### config.mk
export PLATFORM = sky130hd
export DESIGN_NAME = pass_responder_flat
export DESIGN_NICKNAME = d
export VERILOG_FILES = /design/src/rtl/pass_pkg.sv /design/src/rtl/pass_responder_if.sv /design/src/rtl/pass_edge_det.sv /design/src/rtl/pass_responder.sv /design/src/flat_wrapper.sv
export SDC_FILE = /design/constraint.sdc
export NUM_CORES = 1
export LEC_CHECK = 0
export ABC_AREA = 1
export CAP_MARGIN = 20
export CORE_MARGIN = 4
export CORE_UTILIZATION = 46
export DETAILED_ROUTE_END_ITERATION = 8
export GPL_TIMING_DRIVEN = 0
export PLACE_DENSITY_LB_ADDON = 0.3
export SYNTH_ARGS = -nofsm -noshare
export SYNTH_HDL_FRONTEND = slang
export SYNTH_SLANG_ARGS = --single-unit
export TNS_END_PERCENT = 5
### constraint.sdc
create_clock -name clk_i -period 2.86 [get_ports clk_i]
set_input_delay 0.572 -clock clk_i [delete_from_list [all_inputs] [get_ports clk_i]]
set_output_delay 0.572 -clock clk_i [all_outputs]
set_load 0.05 [all_outputs]
### src/rtl/pass_pkg.sv
// Shared definitions for the pass sequencer and the pass responder.
// Holds the phase and state encodings and the pass-length width.
package pass_pkg;

  localparam int unsigned LEN_W  = 8;
  localparam int unsigned N_PASS = 3;

  typedef enum logic [1:0] {
    PH_NONE = 2'b00,
    PH_F0   = 2'b01,
    PH_F1   = 2'b10,
    PH_B    = 2'b11
  } phase_e;

  typedef enum logic [2:0] {
    ST_IDLE   = 3'd0,
    ST_RUN_F0 = 3'd1,
    ST_RUN_F1 = 3'd2,
    ST_RUN_B  = 3'd3,
    ST_DONE   = 3'd4
  } state_e;

  // Pass vectors are ordered {b, f1, f0}.
  function automatic logic [N_PASS-1:0] phase_mask(phase_e p);
    case (p)
      PH_F0:   return 3'b001;
      PH_F1:   return 3'b010;
      PH_B:    return 3'b100;
      default: return 3'b000;
    endcase
  endfunction

  function automatic phase_e onehot_phase(logic [N_PASS-1:0] v);
    case (v)
      3'b001:  return PH_F0;
      3'b010:  return PH_F1;
      3'b100:  return PH_B;
      default: return PH_NONE;
    endcase
  endfunction

  function automatic state_e run_state(phase_e p);
    case (p)
      PH_F0:   return ST_RUN_F0;
      PH_F1:   return ST_RUN_F1;
      PH_B:    return ST_RUN_B;
      default: return ST_IDLE;
    endcase
  endfunction

endpackage

### src/rtl/pass_responder_if.sv
// Handshake between the pass sequencer (master) and the pass responder (slave).
interface pass_responder_if;
  import pass_pkg::*;

  logic             en_i;
  logic             f0_pass_i;
  logic             f1_pass_i;
  logic             b_pass_i;
  logic [LEN_W-1:0] len_i;
  logic             step_o;
  logic [LEN_W-1:0] addr_o;
  logic [1:0]       phase_o;
  logic             busy_o;
  logic             f0_end_o;
  logic             f1_end_o;
  logic             b_end_o;
  logic             err_o;

  modport master (
    output en_i, f0_pass_i, f1_pass_i, b_pass_i, len_i,
    input  step_o, addr_o, phase_o, busy_o, f0_end_o, f1_end_o, b_end_o, err_o
  );

  modport slave (
    input  en_i, f0_pass_i, f1_pass_i, b_pass_i, len_i,
    output step_o, addr_o, phase_o, busy_o, f0_end_o, f1_end_o, b_end_o, err_o
  );

endinterface

### src/rtl/pass_edge_det.sv
// Registers the pass request levels and flags their rising edges.
// A level already high out of reset is not an edge until it has been seen low.
module pass_edge_det #(
  parameter int unsigned N = 3
) (
  input  logic         clk_i,
  input  logic         rst_i,
  input  logic [N-1:0] pass_i,
  output logic [N-1:0] lvl_o,
  output logic [N-1:0] rise_c
);

  logic [N-1:0] lvl_q;
  logic [N-1:0] prv_q;
  logic [N-1:0] arm_q;

  always_ff @(posedge clk_i or negedge rst_i) begin
    if (!rst_i) begin
      lvl_q <= '0;
      prv_q <= '0;
      arm_q <= '0;
    end else begin
      lvl_q <= pass_i;
      prv_q <= lvl_q;
      arm_q <= arm_q | ~pass_i;
    end
  end

  assign lvl_o  = lvl_q;
  assign rise_c = lvl_q & ~prv_q & arm_q;

endmodule

### src/rtl/pass_responder.sv
// Executes one forward/backward stepping pass per sequencer request and
// reports completion or protocol errors back to the sequencer.
module pass_responder
  import pass_pkg::*;
(
  input  logic            clk_i,
  input  logic            rst_i,
  pass_responder_if.slave bus
);

  logic [N_PASS-1:0] pass_raw;
  logic [N_PASS-1:0] lvl;
  logic [N_PASS-1:0] rise;

  assign pass_raw = {bus.b_pass_i, bus.f1_pass_i, bus.f0_pass_i};

  pass_edge_det #(.N(N_PASS)) u_edge (
    .clk_i  (clk_i),
    .rst_i  (rst_i),
    .pass_i (pass_raw),
    .lvl_o  (lvl),
    .rise_c (rise)
  );

  state_e            state_q;
  phase_e            phase_q;
  logic [LEN_W-1:0]  len_q;
  logic [LEN_W-1:0]  cnt_q;
  logic              busy_q;
  logic              err_q;
  logic [N_PASS-1:0] end_q;

  logic              run_c;
  logic              act_c;
  logic              step_c;
  logic              last_c;
  logic [LEN_W-1:0]  addr_c;

  // Step strobe follows en_i in the same cycle so a paused cycle never steps.
  always_comb begin
    run_c  = (state_q == ST_RUN_F0) || (state_q == ST_RUN_F1) || (state_q == ST_RUN_B);
    act_c  = |(lvl & phase_mask(phase_q));
    step_c = run_c && bus.en_i && act_c && (len_q != '0);
    last_c = (cnt_q == (len_q - LEN_W'(1)));
    addr_c = '0;
    if (step_c) begin
      addr_c = (phase_q == PH_B) ? (len_q - LEN_W'(1) - cnt_q) : cnt_q;
    end
  end

  always_ff @(posedge clk_i or negedge rst_i) begin
    if (!rst_i) begin
      state_q <= ST_IDLE;
      phase_q <= PH_NONE;
      len_q   <= '0;
      cnt_q   <= '0;
      busy_q  <= 1'b0;
      err_q   <= 1'b0;
      end_q   <= '0;
    end else begin
      err_q <= 1'b0;
      end_q <= '0;
      case (state_q)
        ST_IDLE: begin
          if (|rise) begin
            if ($countones(lvl) > 1) begin
              err_q <= 1'b1;
            end else begin
              state_q <= run_state(onehot_phase(lvl));
              phase_q <= onehot_phase(lvl);
              len_q   <= bus.len_i;
              cnt_q   <= '0;
              busy_q  <= 1'b1;
            end
          end
        end
        ST_RUN_F0, ST_RUN_F1, ST_RUN_B: begin
          if (!act_c) begin
            // Sequencer withdrew the request mid-pass: abandon without an end pulse.
            state_q <= ST_IDLE;
            phase_q <= PH_NONE;
            busy_q  <= 1'b0;
            cnt_q   <= '0;
            err_q   <= 1'b1;
          end else if (len_q == '0) begin
            state_q <= ST_DONE;
            end_q   <= phase_mask(phase_q);
          end else if (step_c) begin
            if (last_c) begin
              state_q <= ST_DONE;
              end_q   <= phase_mask(phase_q);
            end else begin
              cnt_q <= cnt_q + LEN_W'(1);
            end
          end
        end
        ST_DONE: begin
          state_q <= ST_IDLE;
          phase_q <= PH_NONE;
          busy_q  <= 1'b0;
          cnt_q   <= '0;
        end
        default: begin
          state_q <= ST_IDLE;
          phase_q <= PH_NONE;
          busy_q  <= 1'b0;
        end
      endcase
    end
  end

  assign bus.step_o   = step_c;
  assign bus.addr_o   = addr_c;
  assign bus.phase_o  = phase_q;
  assign bus.busy_o   = busy_q;
  assign bus.f0_end_o = end_q[0];
  assign bus.f1_end_o = end_q[1];
  assign bus.b_end_o  = end_q[2];
  assign bus.err_o    = err_q;

endmodule
### src/flat_wrapper.sv
// flat-port wrapper written by rule: the top's interface ports become plain ports
module pass_responder_flat import pass_pkg::*;
  (clk_i, rst_i, bus_en_i, bus_f0_pass_i, bus_f1_pass_i, bus_b_pass_i, bus_len_i, bus_step_o, bus_addr_o, bus_phase_o, bus_busy_o, bus_f0_end_o, bus_f1_end_o, bus_b_end_o, bus_err_o);
  pass_responder_if bus_i ();
  input  logic clk_i;
  input  logic rst_i;
  input wire logic [$bits(bus_i.en_i)-1:0] bus_en_i;
  input wire logic [$bits(bus_i.f0_pass_i)-1:0] bus_f0_pass_i;
  input wire logic [$bits(bus_i.f1_pass_i)-1:0] bus_f1_pass_i;
  input wire logic [$bits(bus_i.b_pass_i)-1:0] bus_b_pass_i;
  input wire logic [$bits(bus_i.len_i)-1:0] bus_len_i;
  output wire logic [$bits(bus_i.step_o)-1:0] bus_step_o;
  output wire logic [$bits(bus_i.addr_o)-1:0] bus_addr_o;
  output wire logic [$bits(bus_i.phase_o)-1:0] bus_phase_o;
  output wire logic [$bits(bus_i.busy_o)-1:0] bus_busy_o;
  output wire logic [$bits(bus_i.f0_end_o)-1:0] bus_f0_end_o;
  output wire logic [$bits(bus_i.f1_end_o)-1:0] bus_f1_end_o;
  output wire logic [$bits(bus_i.b_end_o)-1:0] bus_b_end_o;
  output wire logic [$bits(bus_i.err_o)-1:0] bus_err_o;
  assign bus_i.en_i = bus_en_i;
  assign bus_i.f0_pass_i = bus_f0_pass_i;
  assign bus_i.f1_pass_i = bus_f1_pass_i;
  assign bus_i.b_pass_i = bus_b_pass_i;
  assign bus_i.len_i = bus_len_i;
  assign bus_step_o = bus_i.step_o;
  assign bus_addr_o = bus_i.addr_o;
  assign bus_phase_o = bus_i.phase_o;
  assign bus_busy_o = bus_i.busy_o;
  assign bus_f0_end_o = bus_i.f0_end_o;
  assign bus_f1_end_o = bus_i.f1_end_o;
  assign bus_b_end_o = bus_i.b_end_o;
  assign bus_err_o = bus_i.err_o;
  pass_responder u_core (.clk_i(clk_i), .rst_i(rst_i), .bus(bus_i));
endmodule
==> impl_metrics.toml <==
[outcome]
outcome = "finished, violations left"
violations = "negative setup slack"

[place]
place_area_um2 = 2700
dp_cells = 401
place_congestion = 0.849
place_hpwl_um = 3790
io_buffers = 29

[pwr]
p_sw_share_pct = 49.8
power_leakage_nw = 1.41
p_comb_share_pct = 66.9
clkPwrFrac_pct = 10.3
pwr-share-seq_pct = 22.9
power_density_nw_per_um2 = 1110
p_switching_w = 0.00161
finalPower_w = 0.00323
ir_worst_vdd_uv = 643
internal-power_w = 0.00162

[yosys]
ys_types = 35
avgSynthCellArea_um2 = 7.59
synth.cell_area_um2 = 2320
ys.flop_type = "dfrtp_1"
synth_edf_count = 0
ys_async_sr_fraction_pct = 100
seq_area_frac_synth_pct = 37.8
ys_seq_elements = 35
ys_warn_count = 0
syn-instance-count = 305
synth_nets = 334

[hold_path]
hold_path_class = "in -> async"

[setup_path]
path_class = "reg -> out"
start_kind = "flop"
rr_worst_depth = 13
critPathBufInv = 2
crit_required_ps = 2290
cp_top_family = "adder cells"
cpPeakStageDelay_ps = 410
r2r_slack_ps = 510
cp_cell_sequence = "inv_2, ha_4, nand2_2, xor2_1, ha_1, a21o_1, nand2_1, nand3_2, or2_4, a21oi_4, buf_6"
crit-reg2reg-launch = "u_core.len_q[1]"
cp-end-kind = "output port"
cp_max_fo = 5
cp.arrival_ps = 2460
r2r-end = "u_core.state_q[0]"
cp_slowest_cell = "dfrtp_1"

[routing]
ant_nets = 0
viasPerCell = 5.00
route.detailed.drc = 0
routedWlPerCell_um = 12.6
drt-initial-drc-count = 171
via_count = 2088
finalWirelength_um = 5270
first_pass_iters = 4

[final_layout]
nNetsFinal = 379
fin_util_pct = 60.8
area_growth_syn_to_layout_pct = 25.7
stdcell_count = 418
antennaDiodeCount = 0
drive_gt1_share_pct = 16.8
final_design_area_no_fill_um2 = 2910
nFillCells = 428
multiInputGateArea_um2 = 1340
regArea_um2 = 877

[die]
die_w_um = 79.0
dieArea_um2 = 6230
initial_core_util_pct = 48.4
std_cell_rows = 25
coreArea_um2 = 4790
dieHeight_um = 79.0
num_io_pins = 30

[timing]
drv_slew = 0
finClkSkew_ps = 6.15
setup_viol = 4
rsz0062_at_grt = "true"
relSlewSlack_pct = 49.2
setup_ws_ps = -174
worstMarginPinSlew_ps = 762
clock.fmax_mhz = 330
period_share_pct = 106
hold_viol = 0
finalSetupTns_ps = -283
fin_crit_ps = 3030

[clock_network]
clockRootBuffer = "clkbuf_8"
clock_latency_ps = 280
htree_levels = 2
clock-sinks = 35
clock_path_buffers = 2
path_clk_slew_ps = 70
cts_inserted_buffers = 5
cts_tree = "yes"

[job]
cap_violations = 0

[grt]
grt_usage_pct = 18.5
grt_pass1_vias = 2088
grt_pass1_wl_um = 9180
overflow = 0
antenna_found_initial = 0
grt_max_degree = 36
[cell families after synthesis]
| kind of cell | synth area share, % |
|---|---|
| buffers and inverters | 8.21 |
| adder cells (fa/ha/maj) | 8.43 |
| XOR/XNOR | 3.40 |
| AO/OA/AOI/OAI | 9.13 |
| flip-flops | 37.8 |
| AND/OR/NAND/NOR | 33.0 |
[worst reg2reg max path, stage by stage, from the launching register on]
cell	delay [ps]
dfrtp_1	410
inv_2	110
ha_4	160
nand2_2	50
xor2_1	150
ha_1	350
buf_4	130
nand3_1	60
nor2_1	130
nand3_1	250
o21bai_1	210
nand2_1	100
nand2_1	70
nand2_1	40
[area by class of cell]
cell class                      count  share of cell area, %
Buffer                              4                  0.774
Clock buffer                        7                   2.62
Clock inverter                      1                  0.172
Inverter                           44                   5.76
Multi-Input combinational cell    222                   46.0
Sequential cell                    35                   30.1
Tap cell                           67                   2.88
Timing Repair Buffer               38                   11.6
[stage by stage]
stage / hold slack (ps) / setup slack [ps]
6_report: 358 / -174
5_1_grt: 417 / -285
4_1_cts: 376 / -202
3_5_place_dp: 446 / -800
3_3_place_gp: 443 / -802
2_1_floorplan: 276 / -224
[how the worst max path moves through the flow]
stage	startpoint	to	cells past startpoint
after floorplan	u_core.bus.phase_o[0]	bus_addr_o[4]	8
after global placement	u_core.len_q[0]	bus_addr_o[7]	11
after detailed placement	u_core.len_q[0]	bus_addr_o[7]	11
after CTS	u_core.len_q[0]	bus_addr_o[7]	11
after global routing	u_core.len_q[1]	bus_addr_o[7]	11
final	u_core.len_q[1]	bus_addr_o[7]	11
[per-layer routing]
layer / global-route usage, % / part of all wire (%) / up-vias
met2: 30.6 / 48 / 64
met3: 4.20 / 5.4 / 8
met1: 24.0 / 45 / 950
li1: - / - / 1066
met4: 6.19 / 1.6 / 0
met5: 0 / 0 / -
[sequential cells by signal, indices dropped and copies added (netlist names), 2 cells and up]
signal               flops
u_core.u_edge.arm_q      3
u_core.len_q             8
u_core.end_q             3
u_core.bus.phase_o       2
u_core.u_edge.lvl_o      3
u_core.u_edge.prv_q      3
u_core.state_q           3
u_core.cnt_q             8
[power groups by stage]
stage | Clock [W] | Combinational, W | Sequential, W
after floorplan | 0 | 0.00133 | 0.000813
after global placement | 0 | 0.00180 | 0.000740
after detailed placement | 0 | 0.00182 | 0.000739
after CTS | 0.000345 | 0.00198 | 0.000731
after global routing | 0.000365 | 0.00241 | 0.000758
final | 0.000332 | 0.00216 | 0.000737
[synthesized netlist by cell type (2+ instances only)]
master / n / area, um^2
nand2_4: 3 / 33.8
o21ai_1: 2 / 10.0
nor2_1: 30 / 113
inv_1: 42 / 158
nand3_4: 3 / 52.6
nor3b_1: 2 / 15.0
dfrtp_1: 35 / 876
nand3_1: 34 / 170
nand4_1: 5 / 31.3
xor2_1: 8 / 70.1
ha_1: 14 / 175
clkbuf_1: 2 / 7.51
o21ai_0: 11 / 55.1
or2_2: 2 / 12.5
a211oi_1: 2 / 15.0
nand2_1: 75 / 282
a21oi_1: 16 / 80.1
nand2_2: 2 / 12.5
[timing repair]
| item | 4_1_cts | 5_1_grt |
|---|---|---|
| pin swaps | 5 | 6 |
| gates resized for setup | 44 | 26 |
| hold buffers | 0 | 0 |
| endpoints found under the setup margin | 9 | 8 |
| setup buffers | 4 | 5 |
[layout by cell type (no fill, tap or decap), types with 3 or more instances in the layout]
master           synthesis  routed
nand2_2                  2       3
inv_2                    1       3
clkdlybuf4s50_1          0      19
nand3_1                 34      32
nand2_1                 75      74
nand3_2                  1       3
buf_4                    0      12
clkbuf_8                 0       5
a21oi_1                 16      14
o21ai_1                  2       3
nand2_4                  3       3
o21ai_0                 11      10
inv_1                   42      40
dfrtp_1                 35      34
ha_1                    14      10
buf_6                    1       4
nor2_1                  30      28
clkbuf_1                 2       4
nand4_1                  5       5
xor2_1                   8       7
nand3_4                  3       3
Power figures use the tool's default switching activity.
